--- src/rtl/fft_bfly_sequencer.sv ---
// Address/control sequencer for an in-place radix-2 DIT FFT over a dual-port
// complex sample RAM: read slots on even cycles, delayed write-backs on odd cycles.
module fft_bfly_sequencer #(
  parameter int LOG2N    = 10,
  parameter int PIPE_DLY = 5
) (
  input  logic             clk,
  input  logic             rst,
  input  logic             start,
  output logic [LOG2N-1:0] address_a_out,
  output logic [LOG2N-1:0] address_b_out,
  output logic             wren,
  output logic             rd_valid,
  output logic [LOG2N-2:0] twiddle_addr,
  output logic [3:0]       stage_out,
  output logic             busy,
  output logic             done
);

  localparam int CW = $clog2(PIPE_DLY);

  typedef enum logic [1:0] {IDLE, RUN, DRAIN, DONE} state_t;

  state_t           r_state, w_nState;
  logic [3:0]       r_stage, w_nStage;
  logic [LOG2N-2:0] r_bfly, w_nBfly;
  logic             r_phase, w_nPhase;
  logic [CW-1:0]    r_cnt, w_nCnt;
  logic             w_nRead, w_nBusy, w_nDone;

  logic [LOG2N-2:0] w_mask, w_idx, w_grp, w_tw;
  logic [LOG2N-1:0] w_span, w_addrA, w_addrB, w_outA, w_outB;

  logic             r_dlValid [PIPE_DLY];
  logic [LOG2N-1:0] r_dlA     [PIPE_DLY];
  logic [LOG2N-1:0] r_dlB     [PIPE_DLY];

  // Next-cycle control; all outputs are registered from these next values.
  always_comb begin
    w_nState = r_state;
    w_nStage = r_stage;
    w_nBfly  = r_bfly;
    w_nPhase = r_phase;
    w_nCnt   = r_cnt;
    w_nRead  = 1'b0;
    w_nBusy  = 1'b0;
    w_nDone  = 1'b0;
    case (r_state)
      IDLE: begin
        if (start) begin
          w_nState = RUN;
          w_nStage = '0;
          w_nBfly  = '0;
          w_nPhase = 1'b0;
          w_nRead  = 1'b1;
          w_nBusy  = 1'b1;
        end
      end
      RUN: begin
        w_nBusy = 1'b1;
        if (!r_phase) begin
          w_nPhase = 1'b1;
          w_nBfly  = r_bfly + 1'b1;
          if (r_bfly == '1) begin
            w_nState = DRAIN;
            w_nCnt   = '0;
          end
        end else begin
          w_nPhase = 1'b0;
          w_nRead  = 1'b1;
        end
      end
      DRAIN: begin
        w_nBusy = 1'b1;
        if (r_cnt == CW'(PIPE_DLY - 1)) begin
          if (r_stage == 4'(LOG2N - 1)) begin
            w_nState = DONE;
            w_nBusy  = 1'b0;
            w_nDone  = 1'b1;
          end else begin
            w_nState = RUN;
            w_nStage = r_stage + 4'd1;
            w_nBfly  = '0;
            w_nPhase = 1'b0;
            w_nRead  = 1'b1;
          end
        end else begin
          w_nCnt = r_cnt + 1'b1;
        end
      end
      DONE: w_nState = IDLE;
      default: w_nState = IDLE;
    endcase
  end

  // Butterfly pair and twiddle index for the upcoming read slot.
  always_comb begin
    w_mask  = ~({(LOG2N-1){1'b1}} << w_nStage);
    w_idx   = w_nBfly & w_mask;
    w_grp   = w_nBfly >> w_nStage;
    w_span  = {{(LOG2N-1){1'b0}}, 1'b1} << w_nStage;
    w_addrA = ({1'b0, w_grp} << (w_nStage + 4'd1)) | {1'b0, w_idx};
    w_addrB = w_addrA + w_span;
    w_tw    = w_idx << (4'(LOG2N - 1) - w_nStage);
    w_outA  = '0;
    w_outB  = '0;
    if (w_nRead) begin
      w_outA = w_addrA;
      w_outB = w_addrB;
    end else if (r_dlValid[PIPE_DLY-1]) begin
      w_outA = r_dlA[PIPE_DLY-1];
      w_outB = r_dlB[PIPE_DLY-1];
    end
  end

  always_ff @(posedge clk) begin
    if (rst) begin
      r_state       <= IDLE;
      r_stage       <= '0;
      r_bfly        <= '0;
      r_phase       <= 1'b0;
      r_cnt         <= '0;
      address_a_out <= '0;
      address_b_out <= '0;
      wren          <= 1'b0;
      rd_valid      <= 1'b0;
      twiddle_addr  <= '0;
      busy          <= 1'b0;
      done          <= 1'b0;
      for (int i = 0; i < PIPE_DLY; i++) begin
        r_dlValid[i] <= 1'b0;
        r_dlA[i]     <= '0;
        r_dlB[i]     <= '0;
      end
    end else begin
      r_state       <= w_nState;
      r_stage       <= w_nStage;
      r_bfly        <= w_nBfly;
      r_phase       <= w_nPhase;
      r_cnt         <= w_nCnt;
      address_a_out <= w_outA;
      address_b_out <= w_outB;
      wren          <= r_dlValid[PIPE_DLY-1];
      rd_valid      <= w_nRead;
      twiddle_addr  <= w_nRead ? w_tw : '0;
      busy          <= w_nBusy;
      done          <= w_nDone;
      // Odd delay guarantees the write lands on the opposite slot parity.
      r_dlValid[0] <= w_nRead;
      r_dlA[0]     <= w_addrA;
      r_dlB[0]     <= w_addrB;
      for (int i = 1; i < PIPE_DLY; i++) begin
        r_dlValid[i] <= r_dlValid[i-1];
        r_dlA[i]     <= r_dlA[i-1];
        r_dlB[i]     <= r_dlB[i-1];
      end
    end
  end

  assign stage_out = r_stage;

endmodule

--- config.mk ---
export PLATFORM = sky130hd
export DESIGN_NAME = fft_bfly_sequencer
export DESIGN_NICKNAME = d
export VERILOG_FILES = /design/src/rtl/fft_bfly_sequencer.sv
export SDC_FILE = /design/constraint.sdc
export NUM_CORES = 1
export LEC_CHECK = 0
export ABC_CLOCK_PERIOD_IN_PS = 8500
export BUFFER_PORTS_ARGS = -buffer_cell sky130_fd_sc_hd__buf_2
export CAP_MARGIN = 5
export CORE_ASPECT_RATIO = 1.25
export CORE_MARGIN = 2
export CORE_UTILIZATION = 30
export CTS_CLUSTER_DIAMETER = 80
export DETAILED_ROUTE_END_ITERATION = 12
export PLACE_DENSITY = 0.47
export SLEW_MARGIN = 20
export SYNTH_ARGS = -nofsm -noshare
export SYNTH_HDL_FRONTEND = slang
export SYNTH_SLANG_ARGS = --single-unit
--- constraint.sdc ---
create_clock -name clk -period 8.5 [get_ports clk]
set_input_delay 1.275 -clock clk [delete_from_list [all_inputs] [get_ports clk]]
set_output_delay 1.275 -clock clk [all_outputs]
set_load 0.02 [all_outputs]
; Yosys cells after proc, flatten, opt, wreduce, memory -nomap -nowiden
; Memory sizes are Yosys's and may differ from the RTL's.
; Cells that the tools add are included.
[totals]
reg_bits = 52
ramBits = 105
in_bits = 3
out_inout_bits = 37
elab_cells = 121
n_memories = 3
[memory_table]
columns = name, depth, word_bits, read_ports, rd_clocked_by_memory_dff, write_ports, line
row1 = r_dlA, 5, 10, 5, 0, 5, 35  ; logic [LOG2N-1:0] r_dlA [PIPE_DLY];
row2 = r_dlB, 5, 10, 5, 0, 5, 36  ; logic [LOG2N-1:0] r_dlB [PIPE_DLY];
row3 = r_dlValid, 5, 1, 5, 0, 5, 34  ; logic r_dlValid [PIPE_DLY];
[classes]
n_addsub = 6
n_eq_ne = 12
shift = 5
mux = 54
n_bitwise = 21
reduce_logical = 8
[ops]
columns = operator, n
row1 = $mux W10, 14
row2 = $mux W9, 4
row3 = $pmux W9 S3, 1
row4 = $mux W1, 18
row5 = $or A1 B1 Y1, 15
row6 = $mux W4, 3
row7 = $ne A2 B2 Y1 const B, 6
row8 = $reduce_and A4 Y1, 3
row9 = $add A10 B10 Y10, 1
row10 = $mux W2, 5
row11 = $or A10 B9 Y10, 1
row12 = $shl A1 B4 Y10 const A, 1
row13 = $shl A9 B4 Y10, 1
row14 = $add A9 B1 Y9 const B, 1
row15 = $and A9 B9 Y9, 1
row16 = $eq A9 B9 Y1 const B, 1
row17 = $mux W3, 3
row18 = $not A9 Y9, 1
row19 = $pmux W1 S3, 3
row20 = $shl A9 B4 Y9, 1
row21 = $shl A9 B4 Y9 const A, 1
row22 = $shr A9 B4 Y9, 1
row23 = $add A4 B1 Y4 const B, 2
row24 = $pmux W2 S4, 1
row25 = 14 further kinds, 17

; Logic depth before layout (Yosys ltp)
; Gate-level depths: netlist of run 1.
[logic_depth]
depth_word = 10
ltp_mapped = 28
depth_no_buf = 24

; Worst setup path before layout of run 1
; No wires, ideal clock.
[synth_timing]
path_type = input to register
start = input start
end = register address_b_out[9]
setup_ns = 0.122
arrival_time_ns = 5.981
t_required_ns = 8.378
setup_slack_ns = 2.397
path_stages = 24
n_path_buf = 4
path_cell_list = o21bai_1 > and2_1 > a311o_2 > buf_6 > buf_2 > buf_1 > ha_1 > inv_1 > ha_1 > clkbuf_1 > inv_1 > nand2_1 > nor2_1 > a21o_1 > ha_1 > a21o_1 > a21oi_1 > o21ai_0 > or4_1 > a41oi_1 > xnor2_1 > o2111ai_1 > a221o_1 > o311a_1
[synth_between]
elab_chain_cells = 8
word_cells_on_any_way = 16
classes_between = add/sub: 2 / shift: 4 / mux: 7 / bitwise: 3
[synth_lines]
columns = element, line
row1 = "start, declared", 9  ; input logic start,
row2 = $mux W4 (*), 50  ; if (start) begin
row3 = $pmux W4 S2 (*), 48  ; case (r_state)
row4 = net w_nStage[0], 25  ; logic [3:0] r_stage, w_nStage;
row5 = "parallel branches: the longest is 3 deep, another holds $add A4 B1 Y4", -
row6 = $or A10 B9 Y10 (*), 102  ; w_addrA = ({1'b0, w_grp} << (w_nStage + 4'd1)) | {1'b0, w_idx};
row7 = net w_addrA[1], 32  ; logic [LOG2N-1:0] w_span, w_addrA, w_addrB, w_outA, w_outB;
row8 = $add A10 B10 Y10 (*), 103  ; w_addrB = w_addrA + w_span;
row9 = $mux W10 (*), 107  ; if (w_nRead) begin
row10 = "end signal, assigned", 142  ; address_b_out <= w_outB;
row11 = "end, declared", 11  ; output logic [LOG2N-1:0] address_b_out,
; Mark *: on every way through the listed nets, which the timed path passes.
; A chain may end at the register's enable or synchronous reset.

; Worst setup path after layout of run 1
[layout_timing]
start = input start
end = register address_b_out[9]
[layout_between]
elab_chain_cells = 8
word_cells_on_any_way = 16
classes_between = add/sub: 2 / shift: 4 / mux: 7 / bitwise: 3
[layout_lines]
columns = element, line
row1 = "parallel branches: the longest is 5 deep, another holds $add A4 B1 Y4", -
row2 = $or A10 B9 Y10 (*), 102
row3 = net w_addrA[1], 32
row4 = $add A10 B10 Y10 (*), 103
row5 = $mux W10 (*), 107
; Marks and branches as above.

==> flow_summary.ini, run 1 <==
[run_status]
status = finished, final reports clean

[place]
post-place-ws_ps = 1700
gp_routability_congestion = 0.897
dp_cells = 1022
port_buffers = 39
place_hpwl_um = 12000
placed_cell_area_mm2 = 0.00719

[clocking]
clkLatencyLatePin_ps = 430
cts_tree = built
clkTransAtPathRegs_ps = 70
cts_hold_buf = 0
cts_buffer_depth = 2
cts_made_buffers = 17
ctsResizeCount = 0
h-tree-depth = 4
root_buffer = clkbuf_16
clock-sinks = 156
post_cts_buffers = 0

[global_routing]
use_met1_pct = 18.2
grt_max_degree = 81
grt_usage_pct = 14.6
overflow = 0
grtUsageMet2_pct = 24.7
top_usage_layer = met2
grt_pass1_wl_um = 27500
grt_pass1_vias = 4937
grt_use_met3_pct = 2.82
antenna_found_initial = 0

[finish]
drive_gt1_share_pct = 13.7
nFillCells = 2299
nets = 789
stdcell_count = 1054
multi_input_area_mm2 = 0.00340
syn_to_final_growth_pct = 15.2
stdcell_area_mm2 = 0.00779
seq_area_mm2 = 0.00312
n_antenna_cell = 0

[pwr]
vdd_drop_max_mv = 0.126
powerDensity_mw_per_mm2 = 203
leakage_nw = 3.18

[setup_path]
critPathArrivalTime_ps = 6680
regToRegSetupSlack_ps = 2220
startpoint = start
crit_slowest_cell = a311o_2
cp_slowest_stage_delay_ps = 540
cp-start-kind = primary input
crit_chain = buf_2 -> o21bai_1 -> and2_1 -> a311o_2 -> inv_1 -> nor3_1 -> o32ai_2 -> o31ai_2 -> o21ai_2 -> a21o_1 -> ha_1 -> a21o_1 -> a21oi_1 -> o21ai_0 -> or4_1 -> a41oi_1 -> xnor2_1 -> o2111ai_1 -> a221o_1 -> o311a_1
cp-end-kind = flop
rr_worst_depth = 18
crit_end = address_b_out[9]$_SDFF_PP0_
r2r_start = r_state[1]$_SDFFE_PP0P_
path_max_fanout = 32
worst_path_most_repeated_cell = a21o_1
r2r-end = address_b_out[9]$_SDFF_PP0_
worst-setup-path-type = primary input to flop
crit_required_ps = 8800

[synthesis]
syn_nets = 765
postSynthAreaPerCell_um2 = 9.22
ys_seq_area_share_pct = 46.2
yosysWarnings = 0
synth-seq-cells = 156
synth_async_sr_flop_share_pct = 0
synth_area_mm2 = 0.00676
postSynthCellCount = 734
synthFlopType = dfxtp_1
synthDistinctLibCells = 82
synth_edf_count = 0

[sta]
clock.fmax_mhz = 157
finClkSkew_ps = 17.0
fin_crit_sh_pct = 75.0
finalSetupViolCount = 0
setup_slack_ps = 2120
period_minus_slack_ps = 6380
worstMarginPinSlew_ps = 834
relSlewSlack_pct = 44.3
setup-tns-final_ps = 0
grt_setup_unrepaired = no
finalMaxSlewViolations = 0
hold_violations = 0

[floorplanning]
initial_core_util_pct = 30.5
num_io_pins = 40
core_mm2 = 0.0222
fp.dieH_um = 172
std_cell_rows = 61
chipWidth_um = 138
die-area_mm2 = 0.0238

[hold_path]
hp-class = flop to flop

[routing]
via_count = 5182
drt-vias-per-instance = 4.92
drcViolationCount = 0
drt-wirelength-per-cell_um = 16.2
first_pass_iters = 4
drt_iter0_drc = 242
routed_wl_um = 17100
ant_nets = 0

[job]
cap_violations = 0
-- kinds of logic (layout without fill, tap and decap cells) --
family | after synthesis | after routing | synth area share (%)
buf+inv | 60 | 97 | 3.59
flops | 156 | 156 | 46.2
fa+ha+maj | 28 | 28 | 5.29
simple gates | 297 | 297 | 23.0
mux | 12 | 12 | 2.22
xor+xnor | 12 | 12 | 1.66
compound gates | 169 | 169 | 18.1
-- flip-flops by register name (all words and copies together), names as in the netlist --
| signal | flops |
|---|---|
| address_a_out | 10 |
| stage_out | 4 |
| r_dlValid | 5 |
| r_cnt | 3 |
| r_phase | 1 |
| r_dlB | 50 |
| twiddle_addr | 9 |
| done | 1 |
| r_state | 2 |
| r_bfly | 9 |
| r_dlA | 50 |
| wren | 1 |
| address_b_out | 10 |
| busy | 1 |
-- through the flow --
step	power, mW	hold WS (ps)	util [%]
2_1_floorplan	0.815	414	-
3_3_place_gp	0.840	415	32.4
3_5_place_dp	0.840	423	32.4
4_1_cts	1.60	434	35.1
5_1_grt	1.64	450	35.1
6_report	1.58	434	35.1
-- synthesized netlist by cell type, types with 8 or more instances --
| library cell | number | area [µm²] |
|---|---|---|
| dfxtp_1 | 156 | 3120 |
| nor2b_1 | 98 | 613 |
| nor2_1 | 73 | 274 |
| nand2_1 | 45 | 169 |
| a21oi_1 | 41 | 205 |
| ha_1 | 27 | 338 |
| clkbuf_1 | 26 | 97.6 |
| o21ai_0 | 22 | 110 |
| nor3_1 | 19 | 95.1 |
| inv_1 | 18 | 67.6 |
| a31oi_1 | 13 | 81.3 |
| nand3_1 | 12 | 60.1 |
| o211ai_1 | 11 | 82.6 |
| and3_1 | 9 | 56.3 |
| buf_2 | 8 | 40.0 |
-- routing by layer --
| metal | wire length [µm] | share of wire, % |
|---|---|---|
| met1 | 8000 | 47 |
| met2 | 8230 | 48 |
| met3 | 388 | 2.3 |
| met4 | 479 | 2.8 |
| met5 | 0 | 0 |
-- how the worst min path moves through the flow --
stage	depth (start not counted)	from	end	slack, ps
finish	1	r_dlA[0][13]$_SDFF_PP0_	r_dlA[0][23]$_SDFF_PP0_	430
global route	1	r_dlA[0][37]$_SDFF_PP0_	r_dlA[0][47]$_SDFF_PP0_	450
CTS	1	r_dlA[0][13]$_SDFF_PP0_	r_dlA[0][23]$_SDFF_PP0_	430
detailed placement	1	r_dlA[0][13]$_SDFF_PP0_	r_dlA[0][23]$_SDFF_PP0_	420
global placement	1	r_dlB[0][14]$_SDFF_PP0_	r_dlB[0][24]$_SDFF_PP0_	420
floorplan	1	r_dlA[0][0]$_SDFF_PP0_	r_dlA[0][10]$_SDFF_PP0_	410
-- cell type report --
cell class	instances	share of cell area [%]
clock buffer	18	5.64
clock inverter	14	2.04
inverter	21	1.01
multi-input combinational	518	43.7
sequential	156	40.1
tap	283	4.54
timing repair buffer	44	3.02
-- where the power goes --
group / internal [mW] / switching (mW)
sequential: 0.742 / 0.00682
combinational: 0.0231 / 0.0500
clock: 0.423 / 0.336
-- placed cells by master (no fill, tap or decap), types with 4 or more instances in the layout --
master | Yosys | layout
a211oi_1 | 6 | 6
a21o_1 | 7 | 7
a21oi_1 | 41 | 41
a22oi_1 | 7 | 7
a31oi_1 | 13 | 13
and2_1 | 6 | 6
and3_1 | 9 | 9
buf_2 | 8 | 38
buf_4 | 0 | 6
clkbuf_16 | 0 | 17
clkinv_4 | 0 | 5
dfxtp_1 | 156 | 156
ha_1 | 27 | 27
inv_1 | 18 | 18
mux2i_1 | 6 | 6
nand2_1 | 45 | 45
nand2b_1 | 7 | 7
nand3_1 | 12 | 12
nor2_1 | 73 | 73
nor2b_1 | 98 | 98
nor3_1 | 19 | 19
o211ai_1 | 11 | 11
o21ai_0 | 22 | 22
o21bai_1 | 4 | 4
o31ai_1 | 7 | 6
o32ai_1 | 4 | 4
or2_2 | 4 | 4
or3_1 | 5 | 5
xnor2_1 | 6 | 6
xor2_1 | 5 | 5
-- critical path, delay by kind of cell --
kind,cells,cell delay [ps]
adder cells (fa/ha/maj),1,280
buffers and inverters,2,620
AO/OA/AOI/OAI,13,3250
AND/OR/NAND/NOR,3,960
XOR/XNOR,1,290
Note: power is estimated with default switching activity, not from simulation.
==> inputs of run 2 (changes only) <==
Settings changed: ABC_CLOCK_PERIOD_IN_PS 8500 to 5700, PLACE_DENSITY 0.47 to 0.49.
Clock period 8.5 ns to 5.7 ns, I/O delays scaled along.
==> run 2 against run 1 <==
Combinational power increased by 63%. Flip-flop and latch count unchanged. Via count increased by 2.9%. Core utilization increased by 0.81 points. Worst setup slack got worse by 1600 ps. Final cell count increased by 2.7%. First-iteration DRC count decreased by 1.7%. Non-clock buffer count increased by 28.
==> flow_summary.ini, run 2 (same netlist as run 1, synthesis figures left out) <==
[run_status]
status = finished, final reports clean

[finish]
nets = 817
syn_to_final_growth_pct = 17.9
mostFrequentLayoutCells = 156 x dfxtp_1, 98 x nor2b_1, 73 x nor2_1
n_antenna_cell = 0
nFillCells = 2291
top_regs = r_dlA: 50 flops, r_dlB: 50 flops
drive_gt1_share_pct = 16.8
layout_commonest_cell = dfxtp_1
stdcell_area_mm2 = 0.00797

[setup_path]
worst-path-buf-inv = 1
crit_required_ps = 6020
critPathArrivalTime_ps = 5530
worst_path_most_repeated_cell = a21oi_1
worst-setup-path-type = flop to flop
crit_chain = buf_4 -> nor4bb_1 -> a21oi_1 -> a211o_1 -> mux2i_1 -> o2bb2ai_1 -> a211oi_1 -> nand2_1 -> a31o_2 -> ha_1 -> a21oi_1 -> o21ai_0 -> or4_1 -> a41oi_1 -> xnor2_1 -> o2111ai_1 -> a221o_1 -> o311a_1
cp-end-kind = flop
path_max_fanout = 16
path_delay_family = compound AO/OA/AOI/OAI gates
cp_slowest_stage_delay_ps = 570
cp-start-kind = flop
r2r_start = r_state[1]$_SDFFE_PP0P_
crit_slowest_cell = nor4bb_1
startpoint = r_state[1]$_SDFFE_PP0P_

[floorplanning]
die-area_mm2 = 0.0238
fp.dieH_um = 172
std_cell_rows = 61
core_mm2 = 0.0222
num_io_pins = 40
initial_core_util_pct = 30.5
chipWidth_um = 138

[global_routing]
grt_max_degree = 82
grt_pass1_vias = 5114
grt_pass1_wl_um = 27800
overflow = 0
antenna_found_initial = 0
grt_usage_pct = 15.0

[place]
placed_cell_area_mm2 = 0.00740
gp_routability_congestion = 0.905
place_hpwl_um = 12500
port_buffers = 39

[clocking]
cts_tree = built
clkTransAtPathRegs_ps = 70
h-tree-depth = 4
cts_buffer_depth = 2
post_cts_buffers = 0
clock-sinks = 156
cts_made_buffers = 17
root_buffer = clkbuf_16
clkLatencyLatePin_ps = 430

[routing]
drt_iter0_drc = 238
via_count = 5332
drcViolationCount = 0
first_pass_iters = 7
drt-vias-per-instance = 4.93
drt-wirelength-per-cell_um = 16.2
ant_nets = 0
routed_wl_um = 17500

[sta]
relSlewSlack_pct = 43.3
setup-tns-final_ps = 0
hold_violations = 0
clock.fmax_mhz = 192
finalSetupViolCount = 0
fin_crit_sh_pct = 91.4
period_minus_slack_ps = 5210
finalMaxSlewViolations = 0
grt_setup_unrepaired = no
worstMarginPinSlew_ps = 850
finClkSkew_ps = 17.1

[pwr]
vdd_drop_max_mv = 0.202
powerDensity_mw_per_mm2 = 291
leakage_nw = 3.30

[hold_path]
worstHoldStart = r_dlA[0][34]$_SDFF_PP0_
hp-class = flop to flop

[job]
cap_violations = 0
run 2: final cells by class:
| class | count | area, µm² | share of cell area (%) |
|---|---|---|---|
| Multi-Input combinational cell | 518 | 3410 | 42.8 |
| Sequential cell | 156 | 3120 | 39.2 |
| Timing Repair Buffer | 72 | 445 | 5.59 |
| Clock buffer | 19 | 443 | 5.56 |
| Tap cell | 283 | 354 | 4.44 |
| Clock inverter | 13 | 119 | 1.49 |
| Inverter | 21 | 78.8 | 0.989 |
run 2: per-stage QoR:
step,util [%],power (mW),hold slack [ps],std cells,setup slack [ps]
finish,35.9,2.32,431,1082,491
detailed placement,33.3,1.26,420,1050,394
global route,35.9,2.42,439,1082,107
global placement,33.3,1.26,414,1050,417
floorplan,-,1.22,414,734,17.0
CTS,35.9,2.35,432,1082,551
run 2: layer usage:
layer  share of wire (%)  vias up  GRT usage (%)
met5                   0        -              0
met4                 3.7        0           7.36
met3                 3.2       38           2.91
met2                  49      100           26.1
met1                  44     2523           18.0
li1                    -     2671              -
run 2: worst paths after layout:
| path | cells past startpoint | to | slack (ps) |
|---|---|---|---|
| worst max register to register | 18 | address_b_out[9]$_SDFF_PP0_ | 490 |
| worst min register to register | 1 | r_dlA[0][44]$_SDFF_PP0_ | 430 |
| worst min-delay path | 1 | r_dlA[0][44]$_SDFF_PP0_ | 430 |
| worst max-delay path | 18 | address_b_out[9]$_SDFF_PP0_ | 490 |
run 2: power by group:
group,switching [mW],leakage [nW],internal (mW),total (mW)
clock network,0.500,0.277,0.588,1.09
logic,0.0795,1.76,0.0398,0.119
registers,0.00757,1.26,1.11,1.11
run 2: what timing repair did:
action	CTS	global route
hold endpoints to repair	0	0
resized for setup	0	1
setup endpoints to repair	0	1
hold buffers	0	0
